==> config.mk <==
export PLATFORM = sky130hd
export DESIGN_NAME = systolic_deskew
export DESIGN_NICKNAME = d
export VERILOG_FILES = /design/src/rtl/systolic_pkg.sv /design/src/rtl/lane_delay.sv /design/src/rtl/systolic_deskew.sv
export SDC_FILE = /design/constraint.sdc
export NUM_CORES = 1
export LEC_CHECK = 0
export ABC_CLOCK_PERIOD_IN_PS = 5800
export BUFFER_PORTS_ARGS = -buffer_cell sky130_fd_sc_hd__buf_2
export CORE_MARGIN = 2
export CORE_UTILIZATION = 35
export CTS_BUF_LIST = sky130_fd_sc_hd__clkbuf_2 sky130_fd_sc_hd__clkbuf_4 sky130_fd_sc_hd__clkbuf_8
export DETAILED_ROUTE_END_ITERATION = 12
export HOLD_SLACK_MARGIN = 0.02
export PLACE_DENSITY = 0.55
export SLEW_MARGIN = 10
export SYNTH_ARGS = -nofsm -noshare
export SYNTH_HDL_FRONTEND = slang
export SYNTH_SLANG_ARGS = --single-unit
==> constraint.sdc <==
create_clock -name clk -period 5.8 [get_ports clk]
set_input_delay 0.29 -clock clk [delete_from_list [all_inputs] [get_ports clk]]
set_output_delay 0.29 -clock clk [all_outputs]
set_load 0.02 [all_outputs]
==> src/rtl/systolic_pkg.sv <==
// Shared constants for the systolic array datapath (input skew stage, PE array
// and receive-side deskew).
//   LANES  - number of PE lanes
//   WIDTH  - bits per lane
//   CNT_W  - default width of per-frame vector counters
//   VEC_W  - width of a full lane vector
package systolic_pkg;

  localparam int unsigned LANES = 16;
  localparam int unsigned WIDTH = 5;
  localparam int unsigned CNT_W = 16;
  localparam int unsigned VEC_W = LANES * WIDTH;

  // Bit offset of lane 'lane' inside a packed vector of 'width'-bit lanes.
  function automatic int unsigned lane_lsb(input int unsigned lane, input int unsigned width);
    return lane * width;
  endfunction

endpackage

==> src/rtl/lane_delay.sv <==
// Fixed-depth register chain for one lane of the deskew stage. No reset: the
// contents are only meaningful when qualified by the valid chain in the top.
// DEPTH = 0 collapses to a wire.
//   i_clk  - rising-edge clock
//   i_data - lane input
//   o_data - lane input delayed by DEPTH cycles
module lane_delay #(
  parameter int unsigned DEPTH = 1,
  parameter int unsigned WIDTH = 5
) (
  input  logic             i_clk,
  input  logic [WIDTH-1:0] i_data,
  output logic [WIDTH-1:0] o_data
);

  if (DEPTH == 0) begin : g_wire
    logic w_unused_clk;
    assign w_unused_clk = i_clk;
    assign o_data       = i_data;
  end else begin : g_regs
    logic [WIDTH-1:0] r_stage [DEPTH];

    always_ff @(posedge i_clk) begin
      r_stage[0] <= i_data;
      for (int unsigned i = 1; i < DEPTH; i++) begin
        r_stage[i] <= r_stage[i-1];
      end
    end

    assign o_data = r_stage[DEPTH-1];
  end

endmodule

==> src/rtl/systolic_deskew.sv <==
// Receive-side deskew for the systolic PE array. Lane k of a vector arrives k
// cycles after lane 0; each lane is delayed by LANES-1-k cycles so all lanes
// leave together through one common output register.
//   clk       - rising-edge clock
//   rst       - synchronous active-high reset
//   in_valid  - lane 0 of a new vector is on in_data this cycle
//   in_last   - with in_valid: last vector of the frame
//   in_data   - skewed lanes, lane k at [k*WIDTH +: WIDTH]
//   out_valid - aligned vector on out_data
//   out_last  - with out_valid: last vector of the frame
//   out_data  - aligned vector (0 when out_valid is low)
//   out_count - vectors emitted so far in the current frame (saturating)
//   busy      - at least one vector still inside the delay chain
module systolic_deskew #(
  parameter int unsigned LANES = systolic_pkg::LANES,
  parameter int unsigned WIDTH = systolic_pkg::WIDTH,
  parameter int unsigned CNT_W = systolic_pkg::CNT_W
) (
  input  logic                   clk,
  input  logic                   rst,
  input  logic                   in_valid,
  input  logic                   in_last,
  input  logic [LANES*WIDTH-1:0] in_data,
  output logic                   out_valid,
  output logic                   out_last,
  output logic [LANES*WIDTH-1:0] out_data,
  output logic [CNT_W-1:0]       out_count,
  output logic                   busy
);

  import systolic_pkg::*;

  logic [LANES*WIDTH-1:0] w_aligned;
  logic                   w_tail_valid;
  logic                   w_tail_last;
  logic                   w_busy;
  logic [CNT_W-1:0]       w_count_base;
  logic [CNT_W-1:0]       w_count_d;

  logic                   r_out_valid;
  logic                   r_out_last;
  logic [LANES*WIDTH-1:0] r_out_data;
  logic [CNT_W-1:0]       r_count;

  // Per-lane delay lines: the latest lane gets no delay stages.
  for (genvar k = 0; k < LANES; k++) begin : g_lane
    lane_delay #(
      .DEPTH(LANES - 1 - k),
      .WIDTH(WIDTH)
    ) u_lane_delay (
      .i_clk (clk),
      .i_data(in_data[lane_lsb(k, WIDTH) +: WIDTH]),
      .o_data(w_aligned[lane_lsb(k, WIDTH) +: WIDTH])
    );
  end

  // Valid/last chain matching the lane-0 delay; its tail lines up with the
  // moment the last lane is presented.
  if (LANES > 1) begin : g_chain
    logic [LANES-2:0] r_vld;
    logic [LANES-2:0] r_lst;

    always_ff @(posedge clk) begin
      if (rst) begin
        r_vld <= '0;
        r_lst <= '0;
      end else begin
        r_vld[0] <= in_valid;
        r_lst[0] <= in_valid & in_last;
        for (int unsigned i = 1; i < LANES - 1; i++) begin
          r_vld[i] <= r_vld[i-1];
          r_lst[i] <= r_lst[i-1];
        end
      end
    end

    assign w_tail_valid = r_vld[LANES-2];
    assign w_tail_last  = r_lst[LANES-2];
    assign w_busy       = |r_vld;
  end else begin : g_no_chain
    assign w_tail_valid = in_valid;
    assign w_tail_last  = in_valid & in_last;
    assign w_busy       = 1'b0;
  end

  // A new frame starts on the vector after one flagged last.
  always_comb begin
    w_count_base = (r_out_valid && r_out_last) ? '0 : r_count;
    w_count_d    = w_count_base;
    if (w_tail_valid && (w_count_base != {CNT_W{1'b1}})) begin
      w_count_d = w_count_base + CNT_W'(1);
    end
  end

  always_ff @(posedge clk) begin
    if (rst) begin
      r_out_valid <= 1'b0;
      r_out_last  <= 1'b0;
      r_out_data  <= '0;
      r_count     <= '0;
    end else begin
      r_out_valid <= w_tail_valid;
      r_out_last  <= w_tail_valid & w_tail_last;
      r_out_data  <= w_tail_valid ? w_aligned : '0;
      r_count     <= w_count_d;
    end
  end

  assign out_valid = r_out_valid;
  assign out_last  = r_out_last;
  assign out_data  = r_out_data;
  assign out_count = r_count;
  assign busy      = w_busy;

endmodule

# ---- After elaboration in Yosys (flattened, before gate mapping)
# Memories as Yosys holds them, arrays and structs flattened. A register that Yosys moved wholly into a read port is not among the register bits.
# Index checks and enable logic that the tools add are counted.
dict set report classes {
  add_sub_neg 1
  n_eq_ne 1
  muxes 2
  bitwise 3
  reduce_logical 4
}
# cell n
set op_table {}
lappend op_table {{16-bit two-way mux} 2}
lappend op_table {{16-bit by 1-bit adder with 16-bit output, second input constant} 1}
lappend op_table {{16-bit != test, second input constant} 1}
lappend op_table {{15-bit OR reduction} 1}
lappend op_table {{1-bit AND} 2}
lappend op_table {{1-bit logical AND} 2}
lappend op_table {{2-bit OR reduction} 1}
lappend op_table {{1-bit NOT} 1}
dict set report word_totals {
  reg_bits 128
  ramBits 600
  inputBits 84
  output_inout_bits 99
  mem_count 15
}
# name depth width read_ports rd_ports_with_merged_regs wr line_no
set memory_table {}
lappend memory_table {{g_lane[0].u_lane_delay.g_regs.r_stage} 15 5 15 1 15 lane_delay.sv:21} ;# logic [WIDTH-1:0] r_stage [DEPTH];
lappend memory_table {{g_lane[1].u_lane_delay.g_regs.r_stage} 14 5 14 1 14 lane_delay.sv:21}
lappend memory_table {{g_lane[2].u_lane_delay.g_regs.r_stage} 13 5 13 1 13 lane_delay.sv:21}
lappend memory_table {{g_lane[3].u_lane_delay.g_regs.r_stage} 12 5 12 1 12 lane_delay.sv:21}
lappend memory_table {{g_lane[4].u_lane_delay.g_regs.r_stage} 11 5 11 1 11 lane_delay.sv:21}
lappend memory_table {{g_lane[5].u_lane_delay.g_regs.r_stage} 10 5 10 1 10 lane_delay.sv:21}
lappend memory_table {{9 more memories} n/a n/a n/a n/a n/a n/a}

# ---- Logic depth before layout (Yosys ltp)
# Gate-level depths: netlist (run 1).
dict set report depth {
  depth_word 5
  depth_mapped 9
}

# ---- Hierarchy
# Synthesis (run 1) repeated with hierarchy kept, for this count alone.
dict set report hier_totals {
  hier_cells 995
  hier_area_um2 16341.9
}
# mod instances cells_per_inst area_per_inst_um2 seq_area_each_um2
set by_module_without_submodules {}
lappend by_module_without_submodules {systolic_deskew 1 345 3955.0 2562.5}
lappend by_module_without_submodules {{lane_delay at g_lane[0].u_lane_delay} 1 80 1539.0 1501.4}
lappend by_module_without_submodules {{lane_delay at g_lane[1].u_lane_delay} 1 75 1438.9 1401.3}
lappend by_module_without_submodules {{lane_delay at g_lane[2].u_lane_delay} 1 70 1338.8 1301.2}
lappend by_module_without_submodules {{lane_delay at g_lane[3].u_lane_delay} 1 65 1238.7 1201.2}
lappend by_module_without_submodules {{lane_delay at g_lane[4].u_lane_delay} 1 55 1101.1 1101.1}
lappend by_module_without_submodules {{lane_delay at g_lane[5].u_lane_delay} 1 50 1001.0 1001.0}
lappend by_module_without_submodules {{lane_delay at g_lane[6].u_lane_delay} 1 50 938.4 900.9}
lappend by_module_without_submodules {{lane_delay at g_lane[7].u_lane_delay} 1 45 838.3 800.8}
lappend by_module_without_submodules {{lane_delay at g_lane[8].u_lane_delay} 1 35 700.7 700.7}
lappend by_module_without_submodules {{lane_delay at g_lane[9].u_lane_delay} 1 30 600.6 600.6}
lappend by_module_without_submodules {{lane_delay at g_lane[10].u_lane_delay} 1 30 538.0 500.5}
lappend by_module_without_submodules {{lane_delay at g_lane[11].u_lane_delay} 1 20 400.4 400.4}
lappend by_module_without_submodules {{lane_delay at g_lane[12].u_lane_delay} 1 20 337.8 300.3}
lappend by_module_without_submodules {{3 more rows} n/a n/a n/a n/a}

# ---- Worst setup path before layout (run 1)
# OpenSTA, ideal clock, no wires.
dict set report synth_timing {
  kind {register to register}
  start {register r_out_valid, in the netlist out_valid}
  end {register r_count[7], in the netlist out_count[7]}
  setup_ns 0.116
  t_arrival_ns 2.148
  required_time_ns 5.684
  slack_ns 3.537
  path_stages_with_launch 10
  n_path_buf 1
  period_less_slack_ns 2.263
  cell_sequence {dfxtp_1 -> nand2_1 -> and2_1 -> ha_1 -> and3_4 -> and3_4 -> buf_6 -> a311oi_4 -> a21oi_1 -> a31o_1}
}
dict set report synth_between {
  elab_chain_cells 5
  elab_cells_between_ends 6
  cone_classes {1 x add/sub; 1 x eq/ne; 2 x mux; 2 x reduce/logical}
}
# element line_no
set synth_lines {}
lappend synth_lines {{start, declared} systolic_deskew.sv:40} ;# logic r_out_valid;
lappend synth_lines {{start signal, assigned} systolic_deskew.sv:102} ;# r_out_valid <= w_tail_valid;
lappend synth_lines {{1-bit logical AND *} systolic_deskew.sv:88} ;# w_count_base = (r_out_valid && r_out_last) ? '0 : r_count;
lappend synth_lines {{16-bit two-way mux *} systolic_deskew.sv:88}
lappend synth_lines {{parallel branches: the longest is 2 deep, another holds 16-bit by 1-bit adder with 16-bit output} n/a}
lappend synth_lines {{16-bit two-way mux *} systolic_deskew.sv:90} ;# if (w_tail_valid && (w_count_base != {CNT_W{1'b1}})) begin
lappend synth_lines {{end signal, assigned} systolic_deskew.sv:105} ;# r_count <= w_count_d;
lappend synth_lines {{end, declared} systolic_deskew.sv:43} ;# logic [CNT_W-1:0] r_count;
# Every way passes the cells marked *.
# A chain may end at the register's enable or synchronous reset.

# ---- Final worst setup path (run 1)
# Same ends and word-level chain as after synthesis.

==> reports/metrics.cfg, run 1 <==
[logic_synthesis]
synth_top_area_share=0.911
ys_top_cells_by_count=728 x dfxtp_1, 85 x and2_1, 29 x nor2b_1, 17 x nand2_1, 15 x nor2_1
syn_avg_cell_area_um2=16.8
synthTopCellsByArea=dfxtp_1 91%, and2_1 3.3%, nor2b_1 1.1%
syn_nets=1036
synth_ff_type=dfxtp_1
yosysUniqueCellTypes=38
yosysSeqAreaShare=0.911
yosys_warnings=0
synth_cells=951
synth_edf_count=0
async_flop_share=0
yosysMostFrequentCell=dfxtp_1
yosys.area.top_type=dfxtp_1
synth_area_um2=16000
synth_seq_cells=728

[hold_path]
worstHoldPathType=input port to register

[global_route]
grt_pass1_vias=7140
grt_antenna_before_repair=4
grt_pass1_wl_mm=34.8
grtUsageTotal=0.0951
globalRouteOverflowTotal=0
grt_max_degree=49

[drt]
route.antenna.remaining_nets=0
drc=0
via_per_inst=3.59
drt-total-wl_mm=22.2
wl_per_cell_um=11.1
vias=7194
drtIter0Drc=224
dr.pass1.iters=4

[sta]
report.final.hold_viol_count=0
setup_violations=0
grt_setup_unrepaired=false
max_slew_margin=0.452
setup_tns_ns=0
slew_viol_final=0
max_freq_mhz=443
skew_ns=0.0152
period_needed_ns=2.26
timing.hold.ws_ns=0.163
tightest_slew_ns=0.820
fin_crit_sh=0.389

[final_layout]
multi_input_area_um2=1320
regArea_um2=14600
drive_gt1_frac=0.285
final_util=0.462
num-nets-final=1397
syn2layout_area_growth_pct=30.7
fill_cells=3926

[clocking]
cts_tree=yes
clk_latency_ns=0.67
clockBufferDepth=3
path_clk_slew_ns=0.06
cts_htree_levels=3
hold_buffers=83
cts.sinks=728
numCtsBuffers=110
cts_root_buf=clkbuf_8
cts_setup_buffers=0
cts_resized=0

[worst_setup_path]
startpoint_type=register
end_kind=register
cp.required_ns=6.36
max_stage_delay_ns=0.42
cp_slowest_cell=dfxtp_1
critical_path_arrival_ns=2.81
path_delay_family=simple AND/OR/NAND/NOR gates
crit_fanout=8
path_cells=nand2_1 > and2_1 > ha_1 > and3_4 > and3_4 > a311oi_4 > a21oi_1 > a31o_1
crit_buf_inv=0
cpMostUsedCell=and3_4
path_class=register to register

[die]
core_um2=45200
die_y_um=218
start_util=0.354
dieArea_um2=47400
die_x_um=218
rows=78
io_pins=183

[flow_run]
drv_cap=0

[power_and_ir_drop]
ir_drop_mv=0.248
finalPower_mw=9.78
cellPowerDensity_nw_per_um2=468
leakagePower_nw=9.12

[placed_design]
numPortBuffers=182
place_congestion=0.705
dp_hpwl_mm=12.7

[run_status]
status=completed

[layout make-up]
class | instances | share of cell area
repair buffers | 266 | 0.0837
clock buffers | 183 | 0.107
diodes | 1 | 0.000120
inverters | 3 | 0.000539
multi-input cells | 203 | 0.0633
clock inverters | 21 | 0.0116
flip-flops and latches | 728 | 0.697
well taps | 600 | 0.0359
[cell families (layout without fill, tap and decap cells)]
family,Yosys count,after routing,synth area share
compound gates,20,20,0.0111
simple gates,171,171,0.0642
fa+ha+maj,1,1,0.000782
mux,2,2,0.00125
buf+inv,20,473,0.00618
other cells,0,1,0
flops,728,728,0.911
xor+xnor,9,9,0.00493
[where the power goes]
group / internal (mW) / switching (mW) / total (mW)
clock: 2.63 / 1.80 / 4.43
sequential: 5.23 / 0.0412 / 5.27
combinational: 0.0585 / 0.0243 / 0.0827
total: 7.91 / 1.87 / 9.78
[through the flow]
stage | instance area [µm²] | instances | worst slack [ns]
after floorplan | 16000 | 951 | 3.54
final | 20900 | 2005 | 3.54
after global routing | 20900 | 2005 | 3.36
after CTS | 20900 | 2004 | 3.50
after global placement | 17600 | 1717 | 3.61
after detailed placement | 17600 | 1717 | 3.51
[per-layer routing]
metal  routed length, µm  part of all wire  up-vias  GRT usage
met5                  24            0.0011        -          0
met4                 791             0.036        4     0.0667
met3                1950             0.088       64     0.0421
met2                9740              0.44      224      0.142
met1                9740              0.44     3165      0.109
li1                    -                 -     3737          -
[final timing paths]
kind / from / cells past startpoint / end / slack [ns]
max: out_valid / 8 / out_count[7] / 3.54
min: rst / 2 / out_count[2] / 0.16
max reg2reg: out_valid / 8 / out_count[7] / 3.54
min reg2reg: g_lane[0].u_lane_delay.g_regs.r_stage[7][4] / 0 / g_lane[0].u_lane_delay.g_regs.r_stage[8][4] / 0.31
[registers in the layout, summed over array words and instances (netlist names)]
signal                              flops
g_chain.r_lst                          15
g_chain.r_vld                          15
g_lane.u_lane_delay.g_regs.r_stage    600
out_count                              16
out_data                               80
out_last                                1
out_valid                               1
[cell usage in the layout, fill, tap and decap left out, drive strengths merged, types with 5 or more instances in the layout]
| master | instances |
|---|---|
| nand2 | 17 |
| nand4 | 6 |
| nor2 | 15 |
| dfxtp | 728 |
| a31oi | 5 |
| dlygate4sd3 | 83 |
| nor3 | 5 |
| buf | 183 |
| clkbuf | 183 |
| and2 | 86 |
| xnor2 | 7 |
| nor2b | 29 |
| clkinv | 12 |
| inv | 6 |
Power figures use the tool's default switching activity.
==> run 2: changes to the inputs <==
- ABC_CLOCK_PERIOD_IN_PS: 5800 -> 2300
- clock period: 5.8 -> 2.3 ns (I/O delays scaled with it)
==> reports/metrics.cfg, run 2 (synthesized netlist as in run 1, its figures left out) <==
[run_status]
status=completed

[sta]
worst_slack_ns=0.224  ; -3.32 ns
setup_violations=0  ; unchanged
max_slew_margin=0.499  ; +0.0469
fin_crit_sh=0.903  ; +0.514
period_needed_ns=2.08  ; -0.181 ns
report.final.hold_viol_count=0  ; unchanged
skew_ns=0.0291  ; +0.0140 ns
tightest_slew_ns=0.752  ; -0.0684 ns
grt_setup_unrepaired=false
setup_tns_ns=0  ; unchanged
max_freq_mhz=482  ; +8.7%
slew_viol_final=0  ; unchanged

[drt]
drc=0  ; unchanged
vias=7488  ; +4.1%
drtIter0Drc=253  ; +13%
via_per_inst=3.64  ; +1.4%
wl_per_cell_um=11.3  ; +1.7%
dr.pass1.iters=4  ; unchanged
drt-total-wl_mm=23.2  ; +4.4%
route.antenna.remaining_nets=0  ; unchanged

[final_layout]
largest_reg_flops=600  ; unchanged
fill_cells=3890  ; -0.92%
regArea_um2=14600  ; unchanged
final_cell_mix=728 x dfxtp_1, 182 x buf_2, 144 x dlygate4sd3_1
num-nets-final=1457  ; +4.3%
regMostFlops=g_lane.u_lane_delay.g_regs.r_stage
syn2layout_area_growth_pct=34.4
multi_input_area_um2=1320  ; unchanged
drive_gt1_frac=0.269  ; -0.0159
final_common_cell=dfxtp_1

[worst_setup_path]
end_kind=register
cpMostUsedCell=and3_4
cp_slowest_cell=dfxtp_1
rr_endpoint=out_count[7]
cp.required_ns=2.87  ; -3.49 ns
path_cells=nand2_1 > and2_1 > ha_1 > and3_4 > and3_4 > a311oi_4 > a21oi_1 > a31o_1
crit_fanout=8  ; unchanged
critical_path_arrival_ns=2.65  ; -0.16 ns
max_stage_delay_ns=0.42  ; about the same
reg2reg_from=out_valid
ff2ff_path_depth=8  ; unchanged
startpoint_type=register
ff2ff_setup_slack_ns=0.22  ; -3.32 ns
path_class=register to register

[global_route]
use_met2=0.156  ; +0.0141
grt-busiest-layer=met2
grt_pass1_wl_mm=37.2  ; +6.9%
grt_pass1_vias=7594  ; +6.4%
globalRouteOverflowTotal=0  ; unchanged
grt_antenna_before_repair=3  ; -1
grtUsageMet1=0.112  ; +0.00278
grtUsageTotal=0.100  ; +0.00528
grt_max_degree=83  ; +69%
use_met3=0.0466  ; +0.00446

[placed_design]
dp_hpwl_mm=12.0  ; -5.5%
numPortBuffers=182  ; unchanged
place_congestion=0.746  ; +5.8%
pre_cts_slack_ns=0.225  ; -3.29 ns

[clocking]
clk_latency_ns=0.67  ; about the same
cts_root_buf=clkbuf_8
numCtsBuffers=107  ; -2.7%
cts_tree=yes
cts_setup_buffers=0  ; unchanged
path_clk_slew_ns=0.07  ; about the same
cts_resized=0  ; unchanged
hold_buffers=143  ; +72%
cts.sinks=728  ; unchanged
cts_htree_levels=3  ; unchanged
clockBufferDepth=3  ; unchanged

[die]
rows=78  ; unchanged
die_x_um=218  ; unchanged
io_pins=183  ; unchanged
core_um2=45200  ; unchanged
dieArea_um2=47400  ; unchanged
die_y_um=218  ; unchanged
start_util=0.354  ; unchanged

[power_and_ir_drop]
pwr-share-seq=0.537  ; -0.002
p_sw_mw=4.82  ; +160%
p_int_mw=19.9  ; +150%
p_sw_frac=0.195  ; +0.00420
power_frac_comb=0.012  ; +0.004
clock_power_share=0.451  ; -0.002
ir_drop_mv=0.669  ; +170%
cellPowerDensity_nw_per_um2=1150  ; +150%
leakagePower_nw=9.34  ; +2.5%

[flow_run]
drv_cap=0  ; unchanged

[hold_path]
min_path_cells=2  ; unchanged
hp-start=in_data[29]
worstHoldPathType=input port to register
whs_endpoint=g_lane[5].u_lane_delay.g_regs.r_stage[0][4]

==> run 2: how the worst max path moves through the flow <==
stage | start | end | cells past startpoint
final | out_valid | out_count[7] | 8
after global routing | out_valid | out_count[15] | 8
after CTS | out_valid | out_count[7] | 8
after detailed placement | out_valid | out_count[7] | 8
after global placement | out_valid | out_count[15] | 8
after floorplan | out_valid | out_count[7] | 9
==> run 2: critical path, delay by kind of cell (launching register included) <==
kind                     cells  cell delay (ns)
AO/OA/AOI/OAI                3             0.69
adder cells (fa/ha/maj)      1             0.20
flip-flops                   1             0.42
AND/OR/NAND/NOR              4             0.68
==> run 2: per-layer routing <==
layer / vias to the layer above / part of all wire
met3: 78 / 0.078
met4: 2 / 0.039
met2: 216 / 0.46
met1: 3341 / 0.43
li1: 3851 / -
met5: - / 0.00069
==> run 2: power groups by stage <==
stage          Combinational [mW]  Clock, mW  Sequential (mW)
2_1_floorplan              0.0213          0             13.5
3_3_place_gp               0.0952          0             13.5
3_5_place_dp               0.0968          0             13.6
4_1_cts                     0.284       11.6             13.3
5_1_grt                     0.316       12.2             13.3
6_report                    0.293       11.2             13.3
==> run 2: cell type report <==
cell class	instances	share of cell area
Timing Repair Buffer	329	0.111
Multi-Input combinational cell	203	0.0616
Clock buffer	164	0.0951
Clock inverter	30	0.0182
Sequential cell	728	0.678
Inverter	3	0.000524
Antenna cell	2	0.000233
Tap cell	600	0.0349
==> run 2: metrics by stage <==
stage	hold WS (ns)	instance area [µm²]	total power, mW	std cells	util
6_report	0.104	21500	24.7	2059	0.476
5_1_grt	0.0266	21500	25.8	2059	0.476
4_1_cts	0.0202	21500	25.2	2056	0.475
3_5_place_dp	0.219	17600	13.7	1719	0.390
3_3_place_gp	0.217	17600	13.6	1719	0.390
2_1_floorplan	0.143	16000	13.5	951	-
==> run 3: changes to the inputs <==
- ABC_CLOCK_PERIOD_IN_PS: 2300 -> not set
- CORE_MARGIN: 2 -> 4
==> reports/metrics.cfg, run 3 (synthesized netlist as in run 1, its figures left out) <==
[die]
dieArea_um2=49200  ; +3.7%
die_y_um=222  ; +1.8%
rows=78  ; unchanged
io_pins=183  ; unchanged
start_util=0.353  ; -0.000763
core_um2=45300  ; +0.22%
die_x_um=222  ; +1.8%

[worst_setup_path]
crit_path_end=out_count[7]
crit_fanout=8  ; unchanged
critPathLaunch=out_last
end_kind=register
rr_endpoint=out_count[7]
crit_cells=8  ; unchanged
crit_buf_inv=0  ; unchanged
ff2ff_setup_slack_ns=0.25  ; +0.03 ns
cp_slowest_cell=dfxtp_1
critical_path_arrival_ns=2.60  ; -0.05 ns
max_stage_delay_ns=0.41  ; about the same
path_delay_family=simple AND/OR/NAND/NOR gates
path_cells=nand2_1 > and2_1 > ha_1 > and3_4 > and3_4 > a311oi_4 > a21oi_1 > a31o_1
ff2ff_path_depth=8  ; unchanged
startpoint_type=register
cp.required_ns=2.86  ; about the same
path_class=register to register
cpMostUsedCell=and3_4
reg2reg_from=out_last

[clocking]
cts_tree=yes
clk_latency_ns=0.66  ; about the same
cts.sinks=728  ; unchanged
cts_root_buf=clkbuf_8
numCtsBuffers=110  ; +2.8%
cts_resized=0  ; unchanged
cts_setup_buffers=0  ; unchanged
clockBufferDepth=3  ; unchanged
hold_buffers=142  ; -0.70%
cts_htree_levels=3  ; unchanged
path_clk_slew_ns=0.06  ; about the same

[power_and_ir_drop]
clock_power_share=0.444  ; -0.007
cellPowerDensity_nw_per_um2=1140  ; -1.0%
pwr-share-seq=0.544  ; +0.007
power_frac_comb=0.012  ; about the same
ir_drop_mv=0.516  ; -23%
finalPower_mw=24.4  ; -1.3%
p_int_mw=19.7  ; -1.2%
leakagePower_nw=9.33  ; -0.10%
p_sw_frac=0.194  ; -0.000991
p_sw_mw=4.74  ; -1.8%

[placed_design]
numPortBuffers=182  ; unchanged
pre_cts_slack_ns=0.228  ; +0.00292 ns
place_congestion=0.754  ; +1.0%
dp_hpwl_mm=12.1  ; +0.87%

[final_layout]
final_cell_mix=728 x dfxtp_1, 182 x buf_2, 142 x dlygate4sd3_1
drive_gt1_frac=0.270  ; +0.00137
syn2layout_area_growth_pct=34.0
num-nets-final=1459  ; +0.14%
fill_cells=3970  ; +2.1%
regMostFlops=g_lane.u_lane_delay.g_regs.r_stage
final_common_cell=dfxtp_1
largest_reg_flops=600  ; unchanged

[sta]
timing.hold.ws_ns=0.117  ; +0.0123 ns
report.final.hold_viol_count=0  ; unchanged
fin_crit_sh=0.890  ; -0.0123
setup_violations=0  ; unchanged
max_freq_mhz=488  ; +1.4%
period_needed_ns=2.05  ; -0.0283 ns
tightest_slew_ns=0.539  ; -0.213 ns
max_slew_margin=0.639  ; +0.141
grt_setup_unrepaired=false
worst_slack_ns=0.252  ; +0.0283 ns
slew_viol_final=0  ; unchanged
setup_tns_ns=0  ; unchanged
skew_ns=0.0244  ; -0.00476 ns

[drt]
drtIter0Drc=247  ; -2.4%
route.antenna.remaining_nets=0  ; unchanged
wl_per_cell_um=11.1  ; -1.3%
dr.pass1.iters=6  ; +2
drc=0  ; unchanged
drt-total-wl_mm=22.9  ; -1.3%
via_per_inst=3.62  ; -0.40%
vias=7458  ; -0.40%

[flow_run]
drv_cap=0  ; unchanged

[global_route]
grt_pass1_vias=7921  ; +4.3%
grt_max_degree=83  ; unchanged
grt_pass1_wl_mm=38.2  ; +2.7%
grtUsageTotal=0.0956  ; -0.00473
grt_antenna_before_repair=3  ; unchanged
globalRouteOverflowTotal=0  ; unchanged

[run_status]
status=completed

[hold_path]
worstHoldPathType=input port to register

-- run 3: worst min-delay path by stage --
stage	endpoint	from	cells after the start	slack, ns
5_1_grt	g_lane[3].u_lane_delay.g_regs.r_stage[0][4]	in_data[19]	2	0.06
4_1_cts	g_lane[13].u_lane_delay.g_regs.r_stage[0][1]	in_data[66]	2	0.02
6_report	g_lane[3].u_lane_delay.g_regs.r_stage[0][4]	in_data[19]	2	0.12
3_5_place_dp	g_lane[12].u_lane_delay.g_regs.r_stage[0][1]	in_data[61]	1	0.22
2_1_floorplan	g_lane[0].u_lane_delay.g_regs.r_stage[0][0]	in_data[0]	0	0.14
3_3_place_gp	g_lane[11].u_lane_delay.g_regs.r_stage[0][0]	in_data[55]	1	0.22
-- run 3: layer usage --
| layer | part of all wire | global-route usage | routed length (µm) | up-vias |
|---|---|---|---|---|
| met4 | 0.033 | 0.0630 | 761 | 0 |
| met5 | 0 | 0 | 0 | - |
| met2 | 0.46 | 0.150 | 10500 | 231 |
| li1 | - | - | - | 3863 |
| met3 | 0.078 | 0.0377 | 1780 | 58 |
| met1 | 0.43 | 0.108 | 9930 | 3306 |
-- run 3: power groups by stage --
stage          Sequential [mW]  Combinational (mW)  Clock [mW]
2_1_floorplan             13.5              0.0213           0
3_3_place_gp              13.5              0.0965           0
3_5_place_dp              13.6              0.0982           0
4_1_cts                   13.3               0.285        11.3
5_1_grt                   13.3               0.318        11.9
6_report                  13.3               0.289        10.8
-- run 3: layout make-up --
cell class | instances | area, µm² | share of cell area
Timing Repair Buffer | 328 | 2370 | 0.111
Tap cell | 600 | 751 | 0.0350
Multi-Input combinational cell | 203 | 1320 | 0.0618
Sequential cell | 728 | 14600 | 0.680
Antenna cell | 2 | 5.00 | 0.000234
Clock inverter | 25 | 245 | 0.0114
Inverter | 3 | 11.3 | 0.000526
Clock buffer | 170 | 2140 | 0.0999
-- run 3: per-stage QoR --
step / util / std cells / cell area (µm²)
5_1_grt: 0.473 / 2058 / 21400
6_report: 0.473 / 2059 / 21400
4_1_cts: 0.473 / 2057 / 21400
3_5_place_dp: 0.389 / 1720 / 17600
2_1_floorplan: - / 951 / 16000
3_3_place_gp: 0.389 / 1720 / 17600
